$ cat src/rtl/somador_serial.sv
// somador_serial: bit-serial adder (optional subtractor).
//
// Loads two WIDTH-bit operands on an accepted start and processes them
// LSB-first, one bit per clock, through a single full-adder cell with a
// carry flip-flop. The result and carry-out appear together with a
// one-cycle done pulse.
//
// Optional feature macro: SUBTRACT_EN
//   When defined, the op input exists. op=1 selects A-B using a borrow
//   chain, and Cout then carries the final borrow. When the macro is not
//   defined, the unit is add-only and no subtract logic is built.
//
// Ports:
//   clk    in   system clock, rising edge
//   rst_n  in   asynchronous active-low reset
//   start  in   request, sampled only in IDLE
//   A      in   WIDTH-bit augend/minuend, sampled on accepted start
//   B      in   WIDTH-bit addend/subtrahend, sampled on accepted start
//   op     in   0=add, 1=subtract (SUBTRACT_EN only)
//   busy   out  high while in RUN
//   done   out  one-cycle pulse when S/Cout update
//   S      out  WIDTH-bit registered result
//   Cout   out  registered carry-out / borrow-out

`timescale 1ns/1ps

module somador_serial #(
    parameter  int WIDTH = 8,
    localparam int CNT_W = $clog2(WIDTH + 1)
) (
    input  logic             clk,
    input  logic             rst_n,
    input  logic             start,
    input  logic [WIDTH-1:0] A,
    input  logic [WIDTH-1:0] B,
`ifdef SUBTRACT_EN
    input  logic             op,
`endif
    output logic             busy,
    output logic             done,
    output logic [WIDTH-1:0] S,
    output logic             Cout
);

    typedef enum logic [1:0] {StIdle, StRun, StDone} state_t;

    state_t           r_state;
    logic [WIDTH-1:0] r_sa;
    logic [WIDTH-1:0] r_sb;
    logic [WIDTH-1:0] r_res;
    logic             r_carry;
    logic [CNT_W-1:0] r_cnt;
    logic             r_busy;
    logic             r_done;
    logic [WIDTH-1:0] r_s;
    logic             r_cout;
`ifdef SUBTRACT_EN
    logic             r_op;
`endif

    logic             w_a;
    logic             w_b;
    logic             w_s;
    logic             w_carry_next;
    logic [WIDTH-1:0] w_res_next;
    logic             w_last;

    // Single full-adder cell; the sum bit is identical for add and subtract,
    // only the carry/borrow recurrence differs.
    always_comb begin
        w_a = r_sa[0];
        w_b = r_sb[0];
        w_s = w_a ^ w_b ^ r_carry;
`ifdef SUBTRACT_EN
        if (r_op) begin
            w_carry_next = (~w_a & w_b) | (~(w_a ^ w_b) & r_carry);
        end else begin
            w_carry_next = (w_a & w_b) | (r_carry & (w_a ^ w_b));
        end
`else
        w_carry_next = (w_a & w_b) | (r_carry & (w_a ^ w_b));
`endif
        // Insert the new sum bit at the MSB; written as shifts so WIDTH=1 is legal.
        w_res_next = (r_res >> 1) | (WIDTH'(w_s) << (WIDTH - 1));
        w_last     = (r_cnt == CNT_W'(WIDTH - 1));
    end

    always_ff @(posedge clk or negedge rst_n) begin
        if (!rst_n) begin
            r_state <= StIdle;
            r_sa    <= '0;
            r_sb    <= '0;
            r_res   <= '0;
            r_carry <= 1'b0;
            r_cnt   <= '0;
            r_busy  <= 1'b0;
            r_done  <= 1'b0;
            r_s     <= '0;
            r_cout  <= 1'b0;
`ifdef SUBTRACT_EN
            r_op    <= 1'b0;
`endif
        end else begin
            case (r_state)
                StIdle: begin
                    r_done <= 1'b0;
                    if (start) begin
                        r_sa    <= A;
                        r_sb    <= B;
`ifdef SUBTRACT_EN
                        r_op    <= op;
`endif
                        r_carry <= 1'b0;
                        r_cnt   <= '0;
                        r_res   <= '0;
                        r_busy  <= 1'b1;
                        r_state <= StRun;
                    end
                end
                StRun: begin
                    r_res   <= w_res_next;
                    r_sa    <= r_sa >> 1;
                    r_sb    <= r_sb >> 1;
                    r_carry <= w_carry_next;
                    r_cnt   <= r_cnt + CNT_W'(1);
                    if (w_last) begin
                        // Publish the full result only once all bits are in.
                        r_s     <= w_res_next;
                        r_cout  <= w_carry_next;
                        r_busy  <= 1'b0;
                        r_done  <= 1'b1;
                        r_state <= StDone;
                    end
                end
                StDone: begin
                    r_done  <= 1'b0;
                    r_state <= StIdle;
                end
                default: begin
                    r_busy  <= 1'b0;
                    r_done  <= 1'b0;
                    r_state <= StIdle;
                end
            endcase
        end
    end

    assign busy = r_busy;
    assign done = r_done;
    assign S    = r_s;
    assign Cout = r_cout;

endmodule
$ cat config.mk
export PLATFORM = sky130hd
export DESIGN_NAME = somador_serial
export DESIGN_NICKNAME = d
export VERILOG_FILES = /design/src/rtl/somador_serial.sv
export SDC_FILE = /design/constraint.sdc
export NUM_CORES = 1
export LEC_CHECK = 0
export CORE_ASPECT_RATIO = 0.9
export CORE_MARGIN = 2
export CORE_UTILIZATION = 50
export DETAILED_ROUTE_END_ITERATION = 8
export PLACE_DENSITY = 0.76
export SLEW_MARGIN = 20
export SYNTH_ARGS = -nofsm -noshare
export SYNTH_HDL_FRONTEND = slang
export SYNTH_SLANG_ARGS = --single-unit
export TNS_END_PERCENT = 10
$ cat constraint.sdc
create_clock -name clk -period 1.75 [get_ports clk]
set_input_delay 0.175 -clock clk [delete_from_list [all_inputs] [get_ports clk]]
set_output_delay 0.175 -clock clk [all_outputs]
set_load 0.03 [all_outputs]
======== Word-level counts from Yosys, hierarchy flattened ========
Cells that the tools add are included.
word-level totals
  word-level logic and storage cells ...... 47
  memories kept ........................... 0
  output and inout port bits .............. 11
  register bits after elaboration ......... 42
  bits in writable memories ............... 0
  bits in latches ......................... 0
  memory bits (read-only) ................. 0
  input bits .............................. 19
cells by class
  $add $sub $neg .......................... 1
  mux-type cells .......................... 18
  divide/modulo/power cells ............... 0
  $mul .................................... 0
  shift-type cells ........................ 0
  magnitude comparators ................... 0
  bitwise logic cells ..................... 7
  eq/ne operators ......................... 5
  reduce and logical (&&, ||, !) cells .... 6
operators by type and width
  kind                                            count
  one-hot mux 8 bit (2 select lines)              3
  2-to-1 mux 8 bit                                3
  OR 7 x 8 -> 8 bit                               1
  one-hot mux 4 bit (2 select lines)              1
  AND reduction 2 bit                             3
  2-to-1 mux 1 bit                                5
  adder 4 x 1 -> 4 bit (second input constant)    1
  == test 4 x 3 -> 1 bit (second input constant)  1
  2-to-1 mux 2 bit                                2
  2-to-1 mux 4 bit                                1
  != test 2 bit (second input constant)           2
  one-hot mux 2 bit (2 select lines)              1
  one-hot mux 1 bit (3 select lines)              1
  AND reduction 3 bit                             1
  bitwise AND 1 bit                               2
  == test 2 x 1 -> 1 bit (second input constant)  1
  == test 2 bit (second input constant)           1
  zero test 2 bit                                 1
  one-hot mux 1 bit (2 select lines)              1
  nonzero test 2 bit                              1
  bitwise XOR 1 bit                               2
  inverter 1 bit                                  1
  OR 1 bit                                        1

======== Longest topological paths before layout ========
Gate-level depths: netlist of run 1.
  word-level depth ........................ 4
  mapped depth ............................ 4
  gate-level depth less buffers ........... 4

======== Worst setup path before layout of run 1 ========
Ideal clock, no wire load.
  path type ............................... flip-flop to flip-flop
  from .................................... reg r_cnt[0]
  to ...................................... reg r_cout (netlist: Cout)
  cell stages (with the launch flop) ...... 5
  arrival ................................. 1.287 ns
  library setup time ...................... 0.125 ns
  slack ................................... 0.338 ns
  period minus slack after synthesis ...... 1.412 ns
  required time ........................... 1.625 ns
  path buffers ............................ 0
  path through ............................ dfrtp_1 -> ha_1 -> nand3b_1 -> nor2_8 -> mux2_4
between the ends
  cells in the longest elaborated chain, start to end .. 2
RTL lines
  item                                  line  text
  from (decl)                           52    logic [CNT_W-1:0] r_cnt;
  from (signal assigned)                125   r_cnt <= r_cnt + CNT_W'(1);
  == test 4 x 3 -> 1 bit                85    w_last = (r_cnt == CNT_W'(WIDTH - 1));
  AND reduction 2 bit (no source line)  -
  to (signal assigned)                  129   r_cout <= w_carry_next;
  to (decl)                             56    logic r_cout;
No other way between the ends.
A chain may end at the register's enable or synchronous reset.

======== Worst setup path in the final report of run 1 ========
  from .................................... reg r_busy (netlist: busy)
  to ...................................... out busy
RTL lines
  item                    line  text
  from (decl)             53    logic r_busy;
  from (signal assigned)  96    r_busy <= 1'b0;
  from (signal assigned)  116   r_busy <= 1'b1;
  from (signal assigned)  130   r_busy <= 1'b0;
  to (decl)               39    output logic busy,
No word-level cell between the ends.

==> out/metrics.json, run 1 <==
{
  "sta": {
    "fin_skew_ns": 0.00744,
    "max_slew.worst_pin.slew_ns": 0.614,
    "finalCritPeriodShare_pct": 88.9,
    "setup_repair_after_global_routing_missed_its_margin": "false",
    "total_count_of_hold_check_failures_in_the_final_report": 0,
    "finalSetupViolCount": 0,
    "timing.final.crit_period_ns": 1.56,
    "slew_headroom_pct": 58.9,
    "achievable_freq_mhz": 643,
    "fin_tns_setup_ns": 0,
    "final_report_max_slew_violation_count": 0
  },
  "power": {
    "power.density_cell_area_nw_per_um2": 1790,
    "ir_worst_vdd_v": 0.000703,
    "leakagePower_nw": 0.981
  },
  "synthesis": {
    "mean_instance_size_in_the_synthesized_netlist_um2": 12.6,
    "synth_seq_cells": 41,
    "synth-edff-count": 0,
    "yosysSeqAreaShare_pct": 58.3,
    "area_of_the_mapped_netlist_um2": 1760,
    "synth-async-reset-ratio_pct": 100,
    "syn_nets": 161,
    "postSynth.topFlopCell": "sky130_fd_sc_hd__dfrtp_1",
    "yosys.cell_types.count": 30,
    "synth-warning-count": 0,
    "postSynthCellCount": 140
  },
  "cts": {
    "clock_latency_ns": 0.29,
    "cts_root_buf": "sky130_fd_sc_hd__clkbuf_8",
    "post_cts.repair.setup_buffers": 0,
    "cts-buffers-inserted": 5,
    "tritoncts": "built",
    "clockBufferDepth": 2,
    "cts.sink_count": 41,
    "cts.clk_slew.worst_paths_ns": 0.08,
    "h-tree-depth": 2
  },
  "drt": {
    "avgRoutedWirePerCell_um": 14.3,
    "ant_nets": 0,
    "met1Wirelength_um": 1450,
    "detailedRoute.firstPassIterationCount": 4,
    "drt-initial-drc-count": 47,
    "post_detailed_routing_wire_length_um": 3150,
    "uppermost_routed_layer": "met4",
    "wl_met3_um": 169,
    "drcViolationCount": 0,
    "routed-via-count": 1216,
    "routed_via_density": 5.53,
    "dr_wl_met2_um": 1490
  },
  "placement": {
    "hpwlAfterDp_um": 2230,
    "dp_cells": 212,
    "gpl.final_weighted_congestion": 0.746,
    "place.port_buffers": 29
  },
  "floorplan": {
    "start_util_pct": 52.1,
    "die_w_um": 66.5,
    "core.rowCount": 20,
    "design.portCount": 30,
    "area_of_the_core_um2": 3380,
    "die_h_um": 60.3,
    "area_of_the_die_um2": 4010
  },
  "global_route": {
    "global_route_wire_length_before_repair_um": 5510,
    "largest_net_degree_at_the_start_of_global_routing": 26,
    "grt_overflow_total": 0,
    "grt_util_all_layers_pct": 18.7,
    "antenna_found_initial": 0,
    "grt_pass1_vias": 1213
  },
  "worst_setup_path": {
    "critical_path_class": "register to primary output",
    "worstReg2RegEnd": "S[1]",
    "required_ns": 1.57,
    "cp_slowest_stage_delay_ns": 0.69,
    "ff2ff_setup_slack_ns": 0.22,
    "launching_element_type_of_the_critical_path": "register",
    "dominant_delay_contributor_by_cell_family_on_the_critical_path": "buffers and inverters",
    "critical_path_data_arrival_time_ns": 1.38,
    "reg2reg_from": "r_cnt[0]",
    "critical_path_peak_fanout": 3,
    "critical_path_depth": 1,
    "cpMaxStageDelayCell": "sky130_fd_sc_hd__clkdlybuf4s50_1",
    "r2r_cells": 4,
    "cp_num_buf_inv": 1,
    "endpoint_kind": "primary output",
    "worstPathCellList": "clkdlybuf4s50_1"
  },
  "layout": {
    "stdcell_count": 220,
    "antenna_cells": 0,
    "fill_cells": 285,
    "drive_gt1_share_pct": 16.5,
    "area.growth.synth_to_final_pct": 25.9,
    "final_nets": 197
  },
  "job": {
    "drv.max_cap_violation_count": 0
  },
  "status": {
    "status": "completed"
  },
  "hold_path": {
    "worst_hold_path_type": "input pin to async pin"
  }
}
## how the worst max path moves through the flow
stage / to / from
finish: busy / busy
global route: r_sb[5] / r_state[0]
CTS: busy / busy
detailed placement: r_sa[6] / start
global placement: r_sa[5] / start
floorplan: Cout / r_cnt[0]
## final cells by class
class / count / area (µm²) / share of cell area [%]
timing repair buffer: 37 / 348 / 15.7
sequential: 41 / 1030 / 46.3
multi-input combinational: 89 / 677 / 30.5
tap: 44 / 55.1 / 2.48
clock inverter: 2 / 35.0 / 1.58
clock buffer: 5 / 68.8 / 3.10
inverter: 2 / 7.51 / 0.339
## synth_stat cells, types with 2 or more instances
cell / instances / area share [%]
sky130_fd_sc_hd__a21oi_1: 2 / 0.57
sky130_fd_sc_hd__a22o_1: 10 / 5.0
sky130_fd_sc_hd__a22oi_1: 15 / 6.4
sky130_fd_sc_hd__buf_2: 4 / 1.1
sky130_fd_sc_hd__buf_4: 2 / 0.85
sky130_fd_sc_hd__dfrtp_1: 41 / 58
sky130_fd_sc_hd__inv_1: 2 / 0.43
sky130_fd_sc_hd__mux2_4: 9 / 7.7
sky130_fd_sc_hd__nand2_1: 17 / 3.6
sky130_fd_sc_hd__nor2_1: 2 / 0.43
sky130_fd_sc_hd__nor2b_1: 3 / 1.1
sky130_fd_sc_hd__o21ai_1: 15 / 4.3
## placed cells by master (no fill, tap or decap), types with 2 or more instances in the layout
cell                               n
sky130_fd_sc_hd__nor2b_1           3
sky130_fd_sc_hd__dfrtp_1          41
sky130_fd_sc_hd__inv_1             2
sky130_fd_sc_hd__o21ai_1          15
sky130_fd_sc_hd__a22o_1           10
sky130_fd_sc_hd__mux2_4            9
sky130_fd_sc_hd__a21oi_1           2
sky130_fd_sc_hd__nor2_1            2
sky130_fd_sc_hd__nand2_1          17
sky130_fd_sc_hd__clkbuf_8          5
sky130_fd_sc_hd__buf_4             7
sky130_fd_sc_hd__clkdlybuf4s50_1  28
sky130_fd_sc_hd__a22oi_1          15
## logic make-up after synthesis
| group | after synthesis | synth area share, % |
|---|---|---|
| AO/OA/AOI/OAI | 49 | 19.7 |
| flip-flops | 41 | 58.3 |
| AND/OR/NAND/NOR | 28 | 8.60 |
| buffers and inverters | 10 | 3.27 |
| multiplexers | 10 | 8.32 |
| adder cells (fa/ha/maj) | 2 | 1.85 |
## report_power, final
group          internal (W)  switching (W)
Clock              0.000414       0.000309
Combinational      0.000813       0.000794
Sequential          0.00133       0.000309
## metrics by stage
stage / total power (W) / util [%] / hold WS [ns] / setup WS [ns] / cell area (µm²)
detailed placement: 0.00328 / 62.3 / 0.181 / 0.0166 / 2100
global route: 0.00426 / 65.6 / 0.444 / 0.0944 / 2220
CTS: 0.00402 / 65.6 / 0.402 / 0.188 / 2220
finish: 0.00397 / 65.6 / 0.392 / 0.194 / 2220
global placement: 0.00321 / 62.3 / 0.175 / 0.106 / 2100
floorplan: 0.00278 / - / -0.121 / 0.338 / 1760
## per-layer routing
metal,track usage [%],vias to the layer above
li1,-,584
met1,23.9,594
met2,30.7,34
met3,6.21,4
met4,5.25,0
met5,0,-
## sequential cells by signal, indices dropped and copies added (netlist names)
| signal | flops |
|---|---|
| busy | 1 |
| r_carry | 1 |
| S | 8 |
| done | 1 |
| r_sb | 8 |
| r_res | 7 |
| r_state | 2 |
| r_cnt | 4 |
| Cout | 1 |
| r_sa | 8 |
## timing repair
action,in CTS,in global routing
gates resized for setup,0,0
endpoints found under the hold margin,23,0
hold buffers,1,0
(Power assumes the default switching activity.)
==> run 2: changes to the inputs <==
- CTS_CLUSTER_DIAMETER: default -> 50
==> results of run 2 <==
Same layout as run 1: the final DEF is identical, and so are final timing and power.
